**config.mk**
```make
export PLATFORM = sky130hd
export DESIGN_NAME = axis_downsizer
export DESIGN_NICKNAME = d
export VERILOG_FILES = /design/src/rtl/axis_downsizer_pkg.sv /design/src/rtl/axis_downsizer.sv
export SDC_FILE = /design/constraint.sdc
export NUM_CORES = 1
export LEC_CHECK = 0
export BUFFER_PORTS_ARGS = -buffer_cell sky130_fd_sc_hd__buf_2
export CORE_MARGIN = 3
export CORE_UTILIZATION = 45
export CTS_BUF_LIST = sky130_fd_sc_hd__clkbuf_16
export DETAILED_ROUTE_END_ITERATION = 8
export PLACE_DENSITY = 0.69
export SYNTH_ARGS = -nofsm -noshare
export SYNTH_HDL_FRONTEND = slang
export SYNTH_SLANG_ARGS = --single-unit
```
**constraint.sdc**
```tcl
create_clock -name clk -period 3.2 [get_ports clk]
set_input_delay 0.48 -clock clk [delete_from_list [all_inputs] [get_ports clk]]
set_output_delay 0.48 -clock clk [all_outputs]
set_load 0.03 [all_outputs]
```
**src/rtl/axis_downsizer_pkg.sv**
```systemverilog
// Shared definitions for the AXI-Stream downsizer: default word width,
// counter-width helper and the FSM state encoding.
package axis_downsizer_pkg;

  localparam int unsigned WORD_W_DEF = 8;

  typedef enum logic {
    EMPTY = 1'b0,
    SEND  = 1'b1
  } state_t;

  // Bits needed to index n chunks (at least 1 so a RATIO=1 build still has a counter).
  function automatic int unsigned cnt_width(input int unsigned n);
    int unsigned w;
    w = 1;
    for (int unsigned i = 1; i < 32; i++) begin
      if ((32'd1 << i) < n) w = i + 1;
    end
    return w;
  endfunction

endpackage

```
**src/rtl/axis_downsizer.sv**
```systemverilog
// AXI-Stream width downsizer: each accepted S_BUS_W beat is held and replayed
// as up to RATIO M_BUS_W chunks, LSB chunk first, stopping at the highest
// chunk that carries any keep bit.
// Ports: clk/rst (async active-high), s_valid/s_ready/s_data/s_keep/s_last
// slave side, m_valid/m_ready/m_data/m_keep/m_last master side.
module axis_downsizer
  import axis_downsizer_pkg::*;
#(
  parameter int unsigned WORD_W  = WORD_W_DEF,
  parameter int unsigned S_BUS_W = 32,
  parameter int unsigned M_BUS_W = 8
) (
  input  logic                        clk,
  input  logic                        rst,
  input  logic                        s_valid,
  output logic                        s_ready,
  input  logic [S_BUS_W-1:0]          s_data,
  input  logic [S_BUS_W/WORD_W-1:0]   s_keep,
  input  logic                        s_last,
  output logic                        m_valid,
  input  logic                        m_ready,
  output logic [M_BUS_W-1:0]          m_data,
  output logic [M_BUS_W/WORD_W-1:0]   m_keep,
  output logic                        m_last
);

  localparam int unsigned S_WORDS = S_BUS_W / WORD_W;
  localparam int unsigned M_WORDS = M_BUS_W / WORD_W;
  localparam int unsigned RATIO   = S_BUS_W / M_BUS_W;
  localparam int unsigned CW      = cnt_width(RATIO);

  state_t               state, state_nxt;
  logic [S_BUS_W-1:0]   hold_data;
  logic [S_WORDS-1:0]   hold_keep;
  logic                 hold_last;
  logic [CW-1:0]        cnt;
  logic [CW-1:0]        fin;
  logic [CW-1:0]        s_fin;
  logic                 at_fin;
  logic                 accept;
  logic                 capture;

  // Highest chunk of the incoming beat with any keep bit set.
  always_comb begin
    s_fin = '0;
    for (int unsigned i = 0; i < RATIO; i++) begin
      if (|s_keep[i*M_WORDS +: M_WORDS]) s_fin = CW'(i);
    end
  end

  assign at_fin  = (cnt == fin);
  assign s_ready = (state == EMPTY) || (m_ready && at_fin);
  assign accept  = s_valid && s_ready;
  // An empty non-final beat is consumed without being held.
  assign capture = accept && ((|s_keep) || s_last);

  always_comb begin
    state_nxt = state;
    case (state)
      EMPTY: if (capture) state_nxt = SEND;
      SEND:  if (m_ready && at_fin && !capture) state_nxt = EMPTY;
      default: state_nxt = EMPTY;
    endcase
  end

  always_ff @(posedge clk or posedge rst) begin
    if (rst) state <= EMPTY;
    else     state <= state_nxt;
  end

  always_ff @(posedge clk or posedge rst) begin
    if (rst) begin
      hold_data <= '0;
      hold_keep <= '0;
      hold_last <= 1'b0;
      cnt       <= '0;
      fin       <= '0;
    end else if (capture) begin
      hold_data <= s_data;
      hold_keep <= s_keep;
      hold_last <= s_last;
      cnt       <= '0;
      fin       <= s_fin;
    end else if ((state == SEND) && m_ready && !at_fin) begin
      cnt <= cnt + 1'b1;
    end
  end

  always_comb begin
    m_valid = (state == SEND);
    m_last  = (state == SEND) && hold_last && at_fin;
    m_data  = '0;
    m_keep  = '0;
    for (int unsigned i = 0; i < RATIO; i++) begin
      if (cnt == CW'(i)) begin
        m_data = hold_data[i*M_BUS_W +: M_BUS_W];
        m_keep = hold_keep[i*M_WORDS +: M_WORDS];
      end
    end
  end

endmodule

```
==> reports/qor.txt <==
post-CTS setup buffer count - 0
Final Worst Setup Slack - 429.8 ps
Arr. time, crit path - 2290 ps
Initial Util - 48.67%
Post-synth top cells - dfrtp_1 (42), mux2_2 (29), nand2_1 (14)
Peak Freq - 361.0 MHz
Peak supply drop - 0.0005594 V
Ys Warns - 0
main combinational cell family by area after synthesis - multiplexers
Hold Slack - 347.3 ps
Reg2Reg Depth - 5
flop-to-flop setup slack - 1040 ps
reg2reg end - hold_data[15]
drt via density - 5.396
Port Buffers - 52
Max Clock Skew - 1.997 ps
pin count of the biggest net entering global routing - 23
fin util - 60.06%
multiplexer area fraction after synthesis - 23.23%
CTS H-Tree Depth - 2
Synth cell types - 27
Seq/Total Area, Yosys - 51.76%
Post-Synth Adder-Cell Area - 2.465%
DP HPWL - 3.379 mm
# DRC - 0
Inst Count DP - 252
layout cells sized above 1 - 48.57%
#FFs+latches synth - 42
Max-slew headroom - 45.95%
die area - 5355 sq um
worst path required time - 2720 ps
final worst-path cycle share - 86.57%
DRT Pass-1 Iters - 4
fin cells - 260
Final Hold Vio Count - 0
Total GRT Usage - 17.80%
vias - 1403
initial antenna violation count - 0
min Tclk post-route - 2770 ps
die height - 73.18 microns
Chip Width - 73.18 microns
Synth Cell Area - 2031 sq um
Synth Flop Type - dfrtp_1
top cell type's share of synthesized area - 51.76%
clock sink total - 42
Yosys top cell by area - dfrtp_1
RR Startpoint - cnt[0]
Synth Area in XOR/XNOR - 0.8626%
post-synthesis compound-gate area fraction - 10.72%
max-cap viol count - 0
DR WL/cell - 17.19 microns
CTS resizes - 0
CTS tree - built
total gr overflow - 0
CP startpoint - cnt[1]
synthesized area per cell - 12.93 sq um
dpl ws - 742.9 ps
Slew Limit Fails - 0
DRT Wirelength - 4.469 mm
Post-synth EDFFs - 0
setup total negative slack - 0 ps
critical path type - register to primary output
# diodes - 0
count leader, synth - dfrtp_1
Post-Synth Simple-Gate Area - 7.517%
FP Rows - 23
crit start category - register
core area - 4173 sq um
Pwr Density - 1183 nW/um^2
status - finished, final reports clean
boundary pin count - 53
DR iter-0 viols - 124
CP Capture Type - primary output
RSZ-0062 raised after global routing - no
nets - 254
Final GP Congestion - 0.7905
remaining antenna violation count - 0
Leak - 0.001153 uW
worst-margin pin slew - 809.8 ps
CP max FO - 11
first-pass GRT wire length - 7.148 mm
CTS Buffer Depth - 2
Clock Tree Root - clkbuf_16
clock transition at the registers of the reported paths - 60 ps
Post-CTS Hold Buffers - 0
ys async rst share - 100.0%
Synth Instances - 157
number of global-route vias before repair - 1515
final setup fails - 0
Synth area leaders - dfrtp_1 (52%), mux2_2 (16%), mux2_4 (6.7%)
Layout area overhead - 23.41%
clk_lat worst skew - 280 ps
cts bufs inserted - 5
Hold WC Path Type - primary input to async pin
crit path to - m_data[5]
net count after synthesis - 202
metrics by stage:
stage                     cell area (sq um)  power (uW)
after detailed placement               2337        2404
after floorplan                        2031        2035
final                                  2506        2964
after global placement                 2337        2341
after global routing                   2506        3135
after CTS                              2506        2992
cells in the final DEF (no fill, tap or decap):
master     synthesis  final
buf_2              2     52
dfrtp_1           42     42
mux2_2            29     29
nand2_1           14     14
mux2_4             9      9
nor2b_1            9      9
a221oi_1           8      8
o31ai_1            8      8
inv_1              5      5
clkbuf_16          0      5
ha_1               4      4
a21oi_1            3      3
xnor2_1            2      2
o21ai_0            2      2
nand2b_1           2      2
a32o_1             2      2
nand3_1            1      1
or2_1              1      1
o41ai_4            1      1
a21oi_4            0      1
nand3b_1           1      1
and2_1             1      1
and3_1             1      1
mux2i_1            1      1
o22ai_1            1      1
clkinv_2           0      1
inv_6              0      1
bufinv_16          0      1
buf_12             0      1
buf_4              0      1
state kept, by name, summed over array words and instances (netlist names):
name	count
m_valid	1
fin	2
cnt	2
hold_last	1
hold_data	32
hold_keep	4
report_power, final:
| group | switching, uW | internal (uW) |
|---|---|---|
| registers | 181 | 806 |
| clock network | 204 | 369 |
| logic | 760 | 645 |
| total | 1140 | 1820 |
critical path, cell delays in order (launching register included):
cell and delay (ps):
dfrtp_1 420, inv_1 100, ha_1 320, nor2b_1 490, a221oi_1 180, o31ai_1 250
buf_2 240
kinds of logic after synthesis:
logic type / after synthesis
simple gates: 30
buf+inv: 14
mux: 39
flops: 42
xor+xnor: 2
fa+ha+maj: 4
compound gates: 26
final cells by class:
type	instances	area, sq um
fillers	347	1667
flip-flops and latches	42	1051
multi-input cells	101	917.1
repair buffers	54	287.8
clock buffers	5	125.1
well taps	50	62.56
clock inverters	3	43.79
inverters	5	18.77
layer usage:
| layer | wire, microns | share of wire (%) | vias up | global-route usage, % |
|---|---|---|---|---|
| met3 | 202 | 4.5 | 7 | 4.683 |
| li1 | - | - | 669 | - |
| met2 | 2269 | 51 | 31 | 29.99 |
| met1 | 1932 | 43 | 696 | 21.70 |
| met5 | 0 | 0 | - | 0 |
| met4 | 64 | 1.4 | 0 | 6.762 |
worst min path at each step:
stage	start	to	slack, ps	cells past startpoint
finish	rst	cnt[0]	350	2
global route	rst	hold_last	420	2
CTS	rst	hold_keep[0]	380	2
detailed placement	hold_last	hold_last	480	1
global placement	hold_last	hold_last	490	1
floorplan	hold_last	hold_last	470	1
(Power assumes the default switching activity.)
